**src/rtl/usb_cmd_pkg.sv**
```systemverilog
// Shared definitions for the PC-link command engine.
// Holds the command opcodes, the FSM state encoding (which is also exported
// on state_out for debug), the FIFO timer selector, and the status-byte tag.
package usb_cmd_pkg;

  localparam logic [3:0] OP_REPORT_PANELS = 4'h1;
  localparam logic [3:0] OP_SET_PANEL     = 4'h2;
  localparam logic [3:0] OP_SET_ROW       = 4'h3;
  localparam logic [3:0] OP_SET_CHUNK     = 4'h4;
  localparam logic [3:0] OP_PUSH_NIBBLE   = 4'h5;
  localparam logic [3:0] OP_COMMIT        = 4'h6;
  localparam logic [3:0] OP_RESET_PTR     = 4'h7;
  localparam logic [3:0] OP_REPORT_STATUS = 4'h8;

  localparam logic [3:0] STATUS_TAG = 4'hF;

  typedef enum logic [3:0] {
    ST_IDLE       = 4'd0,
    ST_RD_STROBE  = 4'd1,
    ST_EXEC       = 4'd2,
    ST_RD_RECOVER = 4'd3,
    ST_TX_WAIT    = 4'd4,
    ST_TX_SETUP   = 4'd5,
    ST_TX_STROBE  = 4'd6,
    ST_TX_HOLD    = 4'd7
  } state_t;

  typedef enum logic [1:0] {
    TMR_RD,
    TMR_WR,
    TMR_REC
  } timer_sel_t;

  // Error count clipped to the 4 bits that fit in the status byte.
  function automatic logic [3:0] sat_nibble(input logic [7:0] v);
    return (v > 8'd15) ? 4'hF : v[3:0];
  endfunction

endpackage

```
**src/rtl/usb_fifo_port.sv**
```systemverilog
// FIFO handshake timer: one down-counter shared by the rd strobe, wr strobe
// and recovery phases (only one is ever active).
// Ports:
//   clk, reset_n - clock and synchronous active-low reset
//   start        - load the counter for the phase chosen by sel
//   sel          - which phase length to load
//   last         - high during the final cycle of the current phase
module usb_fifo_port
  import usb_cmd_pkg::*;
#(
  parameter int RD_PULSE_CYCLES = 4,
  parameter int WR_PULSE_CYCLES = 4,
  parameter int RECOVERY_CYCLES = 3
) (
  input  logic       clk,
  input  logic       reset_n,
  input  logic       start,
  input  timer_sel_t sel,
  output logic       last
);

  localparam int MAX_A      = (RD_PULSE_CYCLES > WR_PULSE_CYCLES) ? RD_PULSE_CYCLES : WR_PULSE_CYCLES;
  localparam int MAX_CYCLES = (MAX_A > RECOVERY_CYCLES) ? MAX_A : RECOVERY_CYCLES;
  localparam int CW         = (MAX_CYCLES > 1) ? $clog2(MAX_CYCLES) : 1;

  logic [CW-1:0] count_reg;
  logic [CW-1:0] load_next;

  // A phase of N cycles loads N-1 so that 'last' is asserted in its Nth cycle.
  always_comb begin
    load_next = CW'(RECOVERY_CYCLES - 1);
    case (sel)
      TMR_RD:  load_next = CW'(RD_PULSE_CYCLES - 1);
      TMR_WR:  load_next = CW'(WR_PULSE_CYCLES - 1);
      default: load_next = CW'(RECOVERY_CYCLES - 1);
    endcase
  end

  always_ff @(posedge clk) begin
    if (!reset_n) begin
      count_reg <= '0;
    end else if (start) begin
      count_reg <= load_next;
    end else if (count_reg != '0) begin
      count_reg <= count_reg - CW'(1);
    end
  end

  assign last = (count_reg == '0);

endmodule

```
**src/rtl/usb_command_engine.sv**
```systemverilog
// PC-link command engine. Runs the FT245-style FIFO read/write handshake,
// decodes 8-bit commands (opcode in [7:4], argument in [3:0]), assembles
// pixel chunks nibble by nibble and sends panel/status reports to the PC.
// Ports:
//   clk, reset_n        - clock and synchronous active-low reset
//   rxf_n, txe_n        - FIFO flags (synchronized)
//   data_bus_in         - FIFO read data (synchronized)
//   panel_switches      - 4-bit ID per panel
//   data_bus_out, data_out_enable, rd_n, wr_n - FIFO write side and strobes
//   panel_addr, row_addr, chunk_addr, chunk_data, chunk_write_enable
//                       - frame-buffer write interface
//   error_count         - saturating count of illegal commands
//   state_out           - FSM state for debug
module usb_command_engine
  import usb_cmd_pkg::*;
#(
  parameter int NUM_PANELS        = 4,
  parameter int ROW_ADDR_WIDTH    = 4,
  parameter int CHUNK_ADDR_WIDTH  = 4,
  parameter int NIBBLES_PER_CHUNK = 8,
  parameter int RD_PULSE_CYCLES   = 4,
  parameter int WR_PULSE_CYCLES   = 4,
  parameter int RECOVERY_CYCLES   = 3,
  localparam int CHUNK_WIDTH      = 4 * NIBBLES_PER_CHUNK,
  localparam int PANEL_AW         = (NUM_PANELS > 1) ? $clog2(NUM_PANELS) : 1
) (
  input  logic                        clk,
  input  logic                        reset_n,
  input  logic                        rxf_n,
  input  logic                        txe_n,
  input  logic [7:0]                  data_bus_in,
  input  logic [4*NUM_PANELS-1:0]     panel_switches,
  output logic [7:0]                  data_bus_out,
  output logic                        data_out_enable,
  output logic                        rd_n,
  output logic                        wr_n,
  output logic [PANEL_AW-1:0]         panel_addr,
  output logic [ROW_ADDR_WIDTH-1:0]   row_addr,
  output logic [CHUNK_ADDR_WIDTH-1:0] chunk_addr,
  output logic [CHUNK_WIDTH-1:0]      chunk_data,
  output logic                        chunk_write_enable,
  output logic [7:0]                  error_count,
  output logic [3:0]                  state_out
);

  localparam int PTR_W = (NIBBLES_PER_CHUNK > 1) ? $clog2(NIBBLES_PER_CHUNK) : 1;

  state_t                      state_reg;
  logic                        rd_n_reg, wr_n_reg, oe_reg, cwe_reg;
  logic [7:0]                  bus_out_reg, cmd_reg, err_reg;
  logic [PANEL_AW-1:0]         panel_addr_reg, tx_idx_reg;
  logic [ROW_ADDR_WIDTH-1:0]   row_addr_reg;
  logic [CHUNK_ADDR_WIDTH-1:0] chunk_addr_reg;
  logic [PTR_W-1:0]            ptr_reg;
  logic                        report_pending_reg, report_status_reg;

  logic [3:0]              cmd_op, cmd_arg;
  logic                    cmd_illegal, nibble_we, tx_last, timer_start, timer_last;
  timer_sel_t              timer_sel;
  logic [7:0]              tx_byte;
  logic [8*NUM_PANELS-1:0] panel_bytes;

  assign cmd_op  = cmd_reg[7:4];
  assign cmd_arg = cmd_reg[3:0];

  usb_fifo_port #(
    .RD_PULSE_CYCLES (RD_PULSE_CYCLES),
    .WR_PULSE_CYCLES (WR_PULSE_CYCLES),
    .RECOVERY_CYCLES (RECOVERY_CYCLES)
  ) u_fifo_port (
    .clk     (clk),
    .reset_n (reset_n),
    .start   (timer_start),
    .sel     (timer_sel),
    .last    (timer_last)
  );

  // The timer is loaded on the same edge that enters a timed phase.
  always_comb begin
    timer_start = 1'b0;
    timer_sel   = TMR_REC;
    case (state_reg)
      ST_IDLE:      if (!report_pending_reg && !rxf_n) begin
                      timer_start = 1'b1;
                      timer_sel   = TMR_RD;
                    end
      ST_EXEC:      timer_start = 1'b1;
      ST_TX_SETUP:  begin
                      timer_start = 1'b1;
                      timer_sel   = TMR_WR;
                    end
      ST_TX_STROBE: timer_start = timer_last;
      default:      timer_start = 1'b0;
    endcase
  end

  always_comb begin
    cmd_illegal = 1'b1;
    case (cmd_op)
      OP_REPORT_PANELS, OP_PUSH_NIBBLE, OP_COMMIT,
      OP_RESET_PTR, OP_REPORT_STATUS: cmd_illegal = 1'b0;
      OP_SET_PANEL: cmd_illegal = ({28'd0, cmd_arg} >= 32'(NUM_PANELS));
      OP_SET_ROW:   cmd_illegal = ({28'd0, cmd_arg} >= (32'd1 << ROW_ADDR_WIDTH));
      OP_SET_CHUNK: cmd_illegal = ({28'd0, cmd_arg} >= (32'd1 << CHUNK_ADDR_WIDTH));
      default:      cmd_illegal = 1'b1;
    endcase
  end

  assign nibble_we = (state_reg == ST_EXEC) && (cmd_op == OP_PUSH_NIBBLE);

  // Each nibble is its own register; only the one under the pointer updates.
  for (genvar gi = 0; gi < NIBBLES_PER_CHUNK; gi++) begin : g_nibble
    logic [3:0] nibble_reg;
    always_ff @(posedge clk) begin
      if (!reset_n) begin
        nibble_reg <= '0;
      end else if (nibble_we && (ptr_reg == PTR_W'(gi))) begin
        nibble_reg <= cmd_arg;
      end
    end
    assign chunk_data[4*gi +: 4] = nibble_reg;
  end

  for (genvar gi = 0; gi < NUM_PANELS; gi++) begin : g_panel_byte
    assign panel_bytes[8*gi +: 8] = {4'(gi + 1), panel_switches[4*gi +: 4]};
  end

  assign tx_byte = report_status_reg ? {STATUS_TAG, sat_nibble(err_reg)}
                                     : panel_bytes[8*tx_idx_reg +: 8];
  assign tx_last = report_status_reg || (tx_idx_reg == PANEL_AW'(NUM_PANELS - 1));

  always_ff @(posedge clk) begin
    if (!reset_n) begin
      state_reg          <= ST_IDLE;
      rd_n_reg           <= 1'b1;
      wr_n_reg           <= 1'b1;
      oe_reg             <= 1'b0;
      bus_out_reg        <= '0;
      cmd_reg            <= '0;
      err_reg            <= '0;
      panel_addr_reg     <= '0;
      row_addr_reg       <= '0;
      chunk_addr_reg     <= '0;
      ptr_reg            <= '0;
      cwe_reg            <= 1'b0;
      tx_idx_reg         <= '0;
      report_pending_reg <= 1'b0;
      report_status_reg  <= 1'b0;
    end else begin
      // Commit strobe lasts exactly one cycle; the address advances as it ends.
      cwe_reg <= 1'b0;
      if (cwe_reg) begin
        chunk_addr_reg <= chunk_addr_reg + CHUNK_ADDR_WIDTH'(1);
        ptr_reg        <= '0;
      end
      case (state_reg)
        ST_IDLE: begin
          if (report_pending_reg) begin
            state_reg <= ST_TX_WAIT;
          end else if (!rxf_n) begin
            state_reg <= ST_RD_STROBE;
            rd_n_reg  <= 1'b0;
          end
        end
        ST_RD_STROBE: begin
          if (timer_last) begin
            cmd_reg   <= data_bus_in;
            rd_n_reg  <= 1'b1;
            state_reg <= ST_EXEC;
          end
        end
        ST_EXEC: begin
          state_reg <= ST_RD_RECOVER;
          if (cmd_illegal) begin
            if (err_reg != 8'hFF) err_reg <= err_reg + 8'd1;
          end else begin
            case (cmd_op)
              OP_REPORT_PANELS, OP_REPORT_STATUS: begin
                report_pending_reg <= 1'b1;
                report_status_reg  <= (cmd_op == OP_REPORT_STATUS);
                tx_idx_reg         <= '0;
              end
              OP_SET_PANEL:   panel_addr_reg <= cmd_arg[PANEL_AW-1:0];
              OP_SET_ROW:     row_addr_reg   <= cmd_arg[ROW_ADDR_WIDTH-1:0];
              OP_SET_CHUNK:   chunk_addr_reg <= cmd_arg[CHUNK_ADDR_WIDTH-1:0];
              OP_PUSH_NIBBLE: ptr_reg <= (ptr_reg == PTR_W'(NIBBLES_PER_CHUNK - 1))
                                         ? '0 : ptr_reg + PTR_W'(1);
              OP_COMMIT:      cwe_reg <= 1'b1;
              OP_RESET_PTR:   ptr_reg <= '0;
              default:        ;
            endcase
          end
        end
        ST_RD_RECOVER: if (timer_last) state_reg <= ST_IDLE;
        ST_TX_WAIT: begin
          if (!txe_n) begin
            state_reg   <= ST_TX_SETUP;
            oe_reg      <= 1'b1;
            bus_out_reg <= tx_byte;
          end
        end
        ST_TX_SETUP: begin
          state_reg <= ST_TX_STROBE;
          wr_n_reg  <= 1'b0;
        end
        ST_TX_STROBE: begin
          if (timer_last) begin
            wr_n_reg  <= 1'b1;
            state_reg <= ST_TX_HOLD;
            // The PC has now received the count, so it starts afresh.
            if (report_status_reg) err_reg <= '0;
          end
        end
        ST_TX_HOLD: begin
          oe_reg <= 1'b0;  // enable was held through the first hold cycle
          if (timer_last) begin
            if (tx_last) begin
              report_pending_reg <= 1'b0;
              state_reg          <= ST_IDLE;
            end else begin
              tx_idx_reg <= tx_idx_reg + PANEL_AW'(1);
              state_reg  <= ST_TX_WAIT;
            end
          end
        end
        default: state_reg <= ST_IDLE;
      endcase
    end
  end

  assign data_bus_out       = bus_out_reg;
  assign data_out_enable    = oe_reg;
  assign rd_n               = rd_n_reg;
  assign wr_n               = wr_n_reg;
  assign panel_addr         = panel_addr_reg;
  assign row_addr           = row_addr_reg;
  assign chunk_addr         = chunk_addr_reg;
  assign chunk_write_enable = cwe_reg;
  assign error_count        = err_reg;
  assign state_out          = state_reg;

endmodule

```
**config.mk**
```make
export PLATFORM = sky130hd
export DESIGN_NAME = usb_command_engine
export DESIGN_NICKNAME = d
export VERILOG_FILES = /design/src/rtl/usb_cmd_pkg.sv /design/src/rtl/usb_fifo_port.sv /design/src/rtl/usb_command_engine.sv
export SDC_FILE = /design/constraint.sdc
export NUM_CORES = 1
export LEC_CHECK = 0
export ABC_CLOCK_PERIOD_IN_PS = 2150
export CAP_MARGIN = 10
export CORE_ASPECT_RATIO = 1.75
export CORE_MARGIN = 10
export CORE_UTILIZATION = 50
export CTS_CLUSTER_DIAMETER = 40
export DETAILED_ROUTE_END_ITERATION = 6
export GPL_TIMING_DRIVEN = 0
export PLACE_DENSITY = 0.84
export SETUP_SLACK_MARGIN = 0.5
export SYNTH_ARGS = -nofsm -noshare
export SYNTH_HDL_FRONTEND = slang
export SYNTH_HIERARCHICAL = 1
export SYNTH_SLANG_ARGS = --single-unit
```
**constraint.sdc**
```tcl
create_clock -name clk -period 2.15 [get_ports clk]
set_clock_uncertainty 0.05 [all_clocks]
set_input_delay 0.215 -clock clk [delete_from_list [all_inputs] [get_ports clk]]
set_output_delay 0.215 -clock clk [all_outputs]
set_load 0.05 [all_outputs]
```
==> summary.md, run 1 <==
| Metric | Value |
|---|---|
| Cell class contributing the biggest share of worst-path delay | `simple AND/OR/NAND/NOR gates` |
| WP data required | `2.34 ns` |
| Post-synth EDFFs | `0` |
| Clock transition at path regs | `0.06 ns` |
| Post-Layout Cell Count | `658` |
| Yosys cell types | `56` |
| Yosys warning count | `6` |
| Final Setup Violations | `0` |
| Antenna diodes | `0` |
| Synthesized flop and latch total | `82` |
| Fill count | `555` |
| Total congestion overflow | `0` |
| Max Slew Vio Count | `0` |
| Max reg flops | `32` |
| Wire per inst | `19.7 µm` |
| Met2 Use GR | `36.2%` |
| Dpl cells | `604` |
| Routed WL | `12900 µm` |
| # rows | `43` |
| Busiest layer in global routing | `met2` |
| Crit end category | `flop` |
| Sw Share | `32.2%` |
| Global-route wire length before repair | `19000 µm` |
| Die X | `87.9 µm` |
| CTS Buf Count | `9` |
| Worst Hold Class | `in2reg` |
| Cell mode on critical path | `buf_6` |
| Setup TNS Final | `0 ns` |
| Slack of the worst reg-to-reg path | `0.29 ns` |
| Sequential area share after synthesis | `40.6%` |
| Comb pwr share | `29.0%` |
| Die height | `139 µm` |
| Initial antenna violation count | `0` |
| Seq pwr share | `38.2%` |
| Port Buffers | `92` |
| Main synth FF type | `dfxtp_1` |
| Final hold slack | `0.425 ns` |
| Clk_lat worst skew | `0.35 ns` |
| Final period demand of the worst path | `1.86 ns` |
| Die area | `0.0122 mm²` |
| Commonest non-fill, non-tap cells in the layout | `dfxtp_1, dlygate4sd2_1, nor2b_1, mux2i_1, nand2_1` |
| Gate Count Post-Synth | `422` |
| Slowest CP cell | `dfxtp_4` |
| Internal power | `2.98 mW` |
| H-tree Lvls | `3` |
| Syn Area/Cell | `9.57 µm²` |
| CTS Hold Bufs | `0` |
| Max Freq | `537 MHz` |
| Syn Nets | `462` |
| Post-Syn Area | `0.00404 mm²` |
| # nets final | `603` |
| Critical path peak fanout | `6` |
| Worst path bufs/invs | `3` |
| Antenna Nets Post-Route | `0` |
| Async SR Flop Fraction | `0%` |
| Slew @ Worst Pin | `0.532 ns` |
| 1st-iter DRT viols | `143` |
| Dpl ws | `0.0475 ns` |
| Met1 usage | `17.1%` |
| Critical path type | `reg2reg` |
| Max Cap Viol | `0` |
| PD cells | `741 mW/mm²` |
| Register area | `0.00166 mm²` |
| CP max stage delay | `0.34 ns` |
| Layout cells sized above 1 | `24.8%` |
| Worst Setup Start Kind | `flop` |
| Clock buffer depth | `2` |
| Maximum vdd drop | `0.000707 V` |
| Commonest non-fill, non-tap cell in the layout | `dfxtp_1` |
| Endpoints failing hold | `0` |
| Largest net degree at the start of global routing | `14` |
| Worst setup margin | `0.288 ns` |
| Initial core utilization | `51.1%` |
| Root buffer cell | `clkbuf_16` |
| Crit path cell chain | `buf_6 -> nor3b_4 -> buf_6 -> nand3_4 -> nor4b_4 -> buf_4 -> mux2i_1 -> nor2b_1` |
| Arrival time worst endpoint | `2.05 ns` |
| Normalized max-slew margin | `64.7%` |
| Final Core Density | `74.9%` |
| Footprint of the multi-input gates | `0.00245 mm²` |
| Crit share post-route | `86.6%` |
| Vias per cell | `5.71` |
| Sink Count | `82` |
| CTS tree | `yes` |
| GRT Total Usage | `19.5%` |
| DPL Wire Length | `8410 µm` |
| Total I/O pin count | `94` |
| Total core area | `0.00791 mm²` |
| RSZ-0062 raised after global routing | `yes` |
| Placer Congestion | `0.819` |
| GR met3 Demand/Resource | `4.94%` |
| Switching Power | `1.41 mW` |
| Status | `completed` |
| Area Overhead vs Synth | `46.7%` |
| LEAKAGE | `2.76 nW` |
| Pre-antenna DRT Iters | `4` |
| Clock Power Share | `32.7%` |
| DRC viols | `0` |
| Via count | `3757` |
| Vias in the first global route | `3962` |
==> cells by family after synthesis <==
logic type / Yosys count / synth area share [%]
AO/OA/AOI/OAI: 67 / 11.8
XOR/XNOR: 6 / 1.30
adder cells (fa/ha/maj): 12 / 3.72
buffers and inverters: 47 / 5.39
flip-flops: 82 / 40.6
multiplexers: 46 / 12.6
other: 1 / 0.0928
AND/OR/NAND/NOR: 161 / 24.4
==> cell usage after synthesis, types with 3 or more instances <==
cell       n  area, µm²
a211oi_1   5       37.5
a21boi_0  10       75.1
a21oi_1   12       60.1
and2_1     4       25.0
and3_1     5       31.3
buf_2     12       60.1
buf_6      3       33.8
clkbuf_1  16       60.1
dfxtp_1   82       1640
ha_1      12        150
inv_1     15       56.3
mux2i_1   42        420
mux4_2     4       90.1
nand2_1   35        131
nand3_1    9       45.0
nand4_1    5       31.3
nand4b_2   3       45.0
nor2_1    22       82.6
nor2b_1   42        263
nor3_1    11       55.1
nor4b_4    3       71.3
o211a_1    7       70.1
o21a_1     5       37.5
o21ai_0   12       60.1
or4_1      3       22.5
xor2_1     4       35.0
==> routing by layer <==
layer / up-vias / wire length [µm]
met1: 1836 / 4220
met5: - / 0
met4: 0 / 612
met2: 125 / 7380
met3: 43 / 713
li1: 1753 / -
==> what timing repair did <==
item,CTS,global route
endpoints found under the setup margin,127,72
gates resized for setup,104,39
pin swaps,29,24
setup buffers,27,11
==> metrics by stage <==
stage	power (mW)	area, µm²
6_report	4.39	5930
5_1_grt	4.54	5930
3_5_place_dp	2.62	5170
3_3_place_gp	2.58	5170
4_1_cts	4.21	5730
2_1_floorplan	2.35	4140
==> worst min-delay path: cells and delay by family <==
kind | cells | cell delay, ns
compound gates | 1 | 0.07
buf+inv | 1 | 0.42
simple gates | 1 | 0.06
==> layout make-up <==
class                      instances  area share, %
clock buffer                      11           4.10
clock inverter                     5          0.486
sequential                        82           28.1
timing repair buffer             130           19.6
multi-input combinational        293           41.3
buffer                            32           3.59
inverter                          15          0.950
tap                               90           1.90
==> power groups by stage <==
stage	sequential (mW)	clock (mW)	combinational (mW)
CTS	1.67	1.42	1.12
global placement	1.69	0	0.888
global route	1.68	1.51	1.35
detailed placement	1.70	0	0.921
floorplan	1.77	0	0.572
finish	1.68	1.44	1.28
==> final timing paths <==
kind,cells after the start,from,to
worst max-delay path,8,state_out[0]$_SDFFE_PN0P_,g_nibble[2].nibble_reg[3]$_SDFFE_PN0P_
worst min-delay path,3,data_bus_in[4],cmd_reg[4]$_SDFFE_PN0P_
worst max register to register,8,state_out[0]$_SDFFE_PN0P_,g_nibble[2].nibble_reg[3]$_SDFFE_PN0P_
worst min register to register,2,rd_n$_SDFFE_PN1P_,rd_n$_SDFFE_PN1P_
(Power assumes the default switching activity.)
==> run 2, diff against run 1 <==
Settings changed: GPL_TIMING_DRIVEN 0 to unset.
==> run 2 against run 1 <==
First-iteration DRC count increased by 26%. Non-clock buffer count fell by 31. Register-to-register slack better by 0.14 ns. Die area is the same. Via count fell by 6.1%. Sequential share of layout area is 1.7 points higher. Sequential power up 4%. Critical path type unchanged.
==> summary.md, run 2 (synthesized netlist as in run 1, its figures left out) <==
| Metric | Value |
|---|---|
| Status | `completed` |
| Crit share post-route | `80.2%` |
| Endpoints failing hold | `0` |
| Total core area | `0.00791 mm²` |
| Placer Congestion | `0.750` |
| Clk_lat worst skew | `0.34 ns` |
| Maximum vdd drop | `0.000394 V` |
| Fin area | `0.00563 mm²` |
| DPL Wire Length | `7940 µm` |
| Slowest CP cell | `dfxtp_4` |
| GRT Total Usage | `18.0%` |
| Initial core utilization | `51.1%` |
| Die height | `139 µm` |
| Placed standard-cell area | `0.00507 mm²` |
| Worst path bufs/invs | `1` |
| Wire per inst | `18.5 µm` |
| Largest net degree at the start of global routing | `35` |
| Antenna diodes | `0` |
| Arrival time worst endpoint | `1.90 ns` |
| Critical R2R Launch | `state_out[0]$_SDFFE_PN0P_` |
| 1st-iter DRT viols | `180` |
| RSZ-0062 raised after global routing | `yes` |
| Commonest non-fill, non-tap cells in the layout | `dfxtp_1, dlygate4sd2_1, nor2b_1` |
| Layout cells sized above 1 | `20.7%` |
| CP Capture Point | `g_nibble[2].nibble_reg[0]$_SDFFE_PN0P_` |
| Crit. Startpoint | `state_out[0]$_SDFFE_PN0P_` |
| Global-route wire length before repair | `17700 µm` |
| CTS tree | `yes` |
| WP data required | `2.33 ns` |
| Pre-antenna DRT Iters | `4` |
| Crit path cell chain | `nor3b_4 -> nand3_4 -> nor4b_4 -> buf_4 -> mux2i_2 -> nor2b_1` |
| Max Slew Vio Count | `0` |
| Final Setup Violations | `0` |
| Port Buffers | `92` |
| Cell class contributing the biggest share of worst-path delay | `simple AND/OR/NAND/NOR gates` |
| LEAKAGE | `2.60 nW` |
| Routed WL | `11600 µm` |
| Setup TNS Final | `0 ns` |
| # rows | `43` |
| Total power | `4.15 mW` |
| CTS Buf Count | `9` |
| Sink Count | `82` |
| H-tree Lvls | `3` |
| Max Cap Viol | `0` |
| Max Freq | `580 MHz` |
| Worst R2R Path Depth | `6` |
| Clock transition at path regs | `0.06 ns` |
| Clock buffer depth | `2` |
| Die X | `87.9 µm` |
| Worst r2r dst | `g_nibble[2].nibble_reg[0]$_SDFFE_PN0P_` |
| Critical path peak fanout | `7` |
| Antenna Nets Post-Route | `0` |
| Worst Hold Class | `in2reg` |
| Critical path type | `reg2reg` |
| Max reg flops | `32` |
| Internal power | `2.86 mW` |
| Fill count | `573` |
| Switching Power | `1.29 mW` |
| Root buffer cell | `clkbuf_16` |
| Slew @ Worst Pin | `0.599 ns` |
| Die area | `0.0122 mm²` |
| Commonest non-fill, non-tap cell in the layout | `dfxtp_1` |
| Vias in the first global route | `3589` |
| DRC viols | `0` |
| Total I/O pin count | `94` |
| CP max stage delay | `0.37 ns` |
| # nets final | `572` |
| Via count | `3529` |
| Area Overhead vs Synth | `39.3%` |
| Normalized max-slew margin | `60.0%` |
| Initial antenna violation count | `0` |
| Total congestion overflow | `0` |
| Sw Share | `31.0%` |
| Vias per cell | `5.65` |
| Comb pwr share | `24.8%` |
| Crit end category | `flop` |
| Slack of the worst reg-to-reg path | `0.43 ns` |
| PD cells | `737 mW/mm²` |
| Seq pwr share | `42.1%` |
| Clock Power Share | `33.2%` |
| Crit path depth | `6` |
| Final period demand of the worst path | `1.72 ns` |
| Worst Setup Start Kind | `flop` |
-- run 2: cell types whose count changed in the layout (fill, tap and decap cells not counted), moves of 4 or more --
| cell | delta |
|---|---|
| dfxtp_1 | -4 |
| buf_2 | -5 |
| buf_6 | -11 |
| clkbuf_1 | -7 |
| clkbuf_2 | -8 |
-- run 2: power by group through the flow --
stage	Combinational (mW)	Sequential, mW	Clock, mW
after floorplan	0.572	1.77	0
after global placement	0.750	1.77	0
after detailed placement	0.771	1.78	0
after CTS	0.946	1.73	1.39
after global routing	1.10	1.75	1.45
final	1.03	1.74	1.38
-- run 2: cell type report --
type	instances	area, µm²	share of cell area [%]
Clock inverter	3	16.3	0.289
Sequential cell	82	1670	29.7
Timing Repair Buffer	131	1160	20.6
Clock buffer	11	243	4.31
Tap cell	90	113	2.00
Inverter	15	56.3	1.00
Multi-Input combinational cell	293	2370	42.1
-- run 2: stage by stage --
stage               instances  setup WS (ns)  util [%]  hold WS [ns]
global route              625          0.340      71.1         0.370
CTS                       618          0.392      69.3         0.320
detailed placement        582          0.104      64.1         0.430
floorplan                 422          0.331         -         0.283
global placement          582          0.228      64.1         0.408
finish                    625          0.427      71.1         0.359
-- run 2: what timing repair did --
action | 4_1_cts | 5_1_grt
hold buffers | 0 | 0
resized for setup | 89 | 22
pin swaps | 12 | 19
endpoints found under the hold margin | 0 | 0
buffers inserted | 22 | 7
endpoints found under the setup margin | 120 | 51
-- run 2: worst min-delay path, stage by stage --
cell	delay, ns
buf_2	0.30
nand2_1	0.15
a21oi_1	0.04
-- run 2: how the worst min path moves through the flow --
stage | startpoint | to | slack, ns | cells past startpoint
after CTS | reset_n | wr_n$_SDFFE_PN1P_ | 0.32 | 2
after detailed placement | rd_n$_SDFFE_PN1P_ | rd_n$_SDFFE_PN1P_ | 0.43 | 2
after global routing | reset_n | wr_n$_SDFFE_PN1P_ | 0.37 | 2
final | reset_n | state_out[1]$_SDFFE_PN0P_ | 0.36 | 3
after floorplan | reset_n | u_fifo_port/count_reg[1]$_SDFFE_PN0P_ | 0.28 | 1
after global placement | rd_n$_SDFFE_PN1P_ | rd_n$_SDFFE_PN1P_ | 0.41 | 2
-- run 2: metal layers --
metal	track usage (%)	up-vias	wire (µm)
li1	-	1685	-
met1	16.6	1701	3960
met2	34.0	112	6630
met3	4.00	31	636
met4	9.70	0	363
met5	0	-	0
==> run 3, diff against run 2 <==
Settings changed: ABC_CLOCK_PERIOD_IN_PS 2150 to 1700.
Clock period 2.15 ns to 1.7 ns, I/O delays scaled along.
==> run 3 against run 2 <==
The flow now finishes with violations (negative setup slack). Core utilization up 7.3 points. Combinational power is 78% higher. Final cell count is 3.4% higher. Register-to-register slack lost 0.51 ns. Critical path depth down 1. Die area stayed put. Non-clock buffer count rose by 19. Hold slack got worse by 0.20 ns. Sequential share of layout area fell by 2.5 points. Worst setup slack lost 0.51 ns. First-iteration DRC count is 55% higher. Global-route usage increased by 2.6 points.
==> summary.md, run 3 (synthesized netlist as in run 1, its figures left out) <==
| Metric | Value |
|---|---|
| Status | `finished, violations left` |
| Violated checks | `negative setup slack` |
| Endpoints failing hold | `0` |
| Max Slew Vio Count | `0` |
| Max Freq | `561 MHz` |
| Final period demand of the worst path | `1.78 ns` |
| Worst Setup Start Kind | `flop` |
| Dpl ws | `-0.0383 ns` |
| Critical path peak fanout | `4` |
| DPL Wire Length | `8330 µm` |
| Final Setup Violations | `27` |
| Arrival time worst endpoint | `1.96 ns` |
| Slew @ Worst Pin | `0.579 ns` |
| Crit path cell chain | `or3b_1 -> nor2_2 -> and3_2 -> mux2i_1 -> nor2b_1` |
| CP max stage delay | `0.47 ns` |
| Max Cap Viol | `0` |
| Setup TNS Final | `-1.01 ns` |
| WP data required | `1.88 ns` |
| Total I/O pin count | `94` |
| Vias in the first global route | `3895` |
| # rows | `43` |
| Commonest non-fill, non-tap cell in the layout | `buf_4` |
| Wire per inst | `21.1 µm` |
| Pre-antenna DRT Iters | `5` |
| Layout cells sized above 1 | `45.5%` |
| CTS tree | `yes` |
| CTS Buf Count | `9` |
| Via count | `3799` |
| RSZ-0062 raised after global routing | `yes` |
| Maximum vdd drop | `0.000713 V` |
| Sink Count | `82` |
| Normalized max-slew margin | `61.3%` |
| LEAKAGE | `2.65 nW` |
| Worst Hold Class | `in2reg` |
| Antenna diodes | `0` |
| Hold path cells | `2` |
| Antenna Nets Post-Route | `0` |
| GRT Total Usage | `20.6%` |
| Die area | `0.0122 mm²` |
| Area Overhead vs Synth | `53.5%` |
| Largest net degree at the start of global routing | `22` |
| Worst setup margin | `-0.0811 ns` |
| Crit share post-route | `105%` |
| Die height | `139 µm` |
| DRC viols | `0` |
| Clk_lat worst skew | `0.35 ns` |
| Total power | `6.03 mW` |
| Cell class contributing the biggest share of worst-path delay | `simple AND/OR/NAND/NOR gates` |
| Initial core utilization | `51.1%` |
| Worst path bufs/invs | `0` |
| Slowest CP cell | `or3b_1` |
| Root buffer cell | `clkbuf_16` |
| Clock transition at path regs | `0.07 ns` |
| Max reg flops | `32` |
| Initial antenna violation count | `0` |
| Clock buffer depth | `2` |
| H-tree Lvls | `3` |
| Vias per cell | `5.88` |
| # nets final | `592` |
| PD cells | `972 mW/mm²` |
| Port Buffers | `92` |
| Crit path depth | `5` |
| 1st-iter DRT viols | `279` |
| Commonest non-fill, non-tap cells in the layout | `buf_4, dfxtp_1, nor2b_1, mux2i_1, clkdlybuf4s50_1` |
| Routed WL | `13600 µm` |
| Crit end category | `flop` |
| Die X | `87.9 µm` |
| Placer Congestion | `0.832` |
| Total congestion overflow | `0` |
| Total core area | `0.00791 mm²` |
| Critical path type | `reg2reg` |
| Worst R2R Path Depth | `5` |
| Global-route wire length before repair | `20300 µm` |
## run 3: cell types whose count changed in the layout (fill, tap and decap cells not counted), moves of 6 or more
cell | previous run | this run
a21boi_0 | 10 | 1
dfxtp_2 | 10 | 16
buf_6 | 7 | 23
nand2_1 | 35 | 24
dfxtp_1 | 67 | 59
buf_8 | 0 | 8
a21boi_1 | 0 | 6
nand2_2 | 0 | 11
dlygate4sd2_1 | 63 | 0
buf_4 | 32 | 87
## run 3: final timing paths
check                                                     to  slack (ns)                        start
worst max-delay path                row_addr[1]$_SDFFE_PN0P_       -0.08    state_out[2]$_SDFFE_PN0P_
worst min-delay path            data_bus_out[6]$_SDFFE_PN0P_        0.16                      reset_n
worst max register to register      row_addr[1]$_SDFFE_PN0P_       -0.08    state_out[2]$_SDFFE_PN0P_
worst min register to register   error_count[7]$_SDFFE_PN0P_        0.44  error_count[7]$_SDFFE_PN0P_
## run 3: metal layers
metal	vias to the layer above	part of all wire [%]	track usage (%)
met5	-	0	0
met4	0	3.9	8.52
met3	43	6.0	4.53
met2	166	56	38.7
met1	1865	34	20.4
li1	1725	-	-
## run 3: worst reg2reg max path: cells and delay by family, from the launching register on
| kind | cells | cell delay, ns |
|---|---|---|
| DFF | 1 | 0.37 |
| and+or+nand+nor | 4 | 0.99 |
| muxes | 1 | 0.26 |
## run 3: layout make-up
class                   count  area (µm²)
multi-input cells         294        2650
fillers                   462        1710
flip-flops and latches     82        1690
repair buffers            150        1380
clock buffers              11         254
well taps                  90         113
inverters                  15        61.3
clock inverters             4        48.8
## run 3: what timing repair did
action	4_1_cts	5_1_grt
setup buffers	18	6
hold buffers	0	0
gates cloned	2	0
endpoints found under the setup margin	86	89
gates resized for setup	96	68
pin swaps	28	24
## run 3: report_power, final
part	internal, mW	leakage (nW)	switching, mW
Sequential	2.03	0.674	0.151
Clock	1.22	0.147	0.803
Combinational	0.833	1.83	0.995
Total	4.08	2.65	1.95
## run 3: metrics by stage
| step | area, µm² | std cells | hold WS (ns) | utilization, % |
|---|---|---|---|---|
| 6_report | 6200 | 646 | 0.163 | 78.4 |
| 2_1_floorplan | 4200 | 422 | 0.238 | - |
| 5_1_grt | 6200 | 646 | 0.157 | 78.4 |
| 3_3_place_gp | 5130 | 605 | 0.425 | 64.8 |
| 3_5_place_dp | 5130 | 605 | 0.436 | 64.8 |
| 4_1_cts | 5880 | 640 | 0.151 | 74.4 |
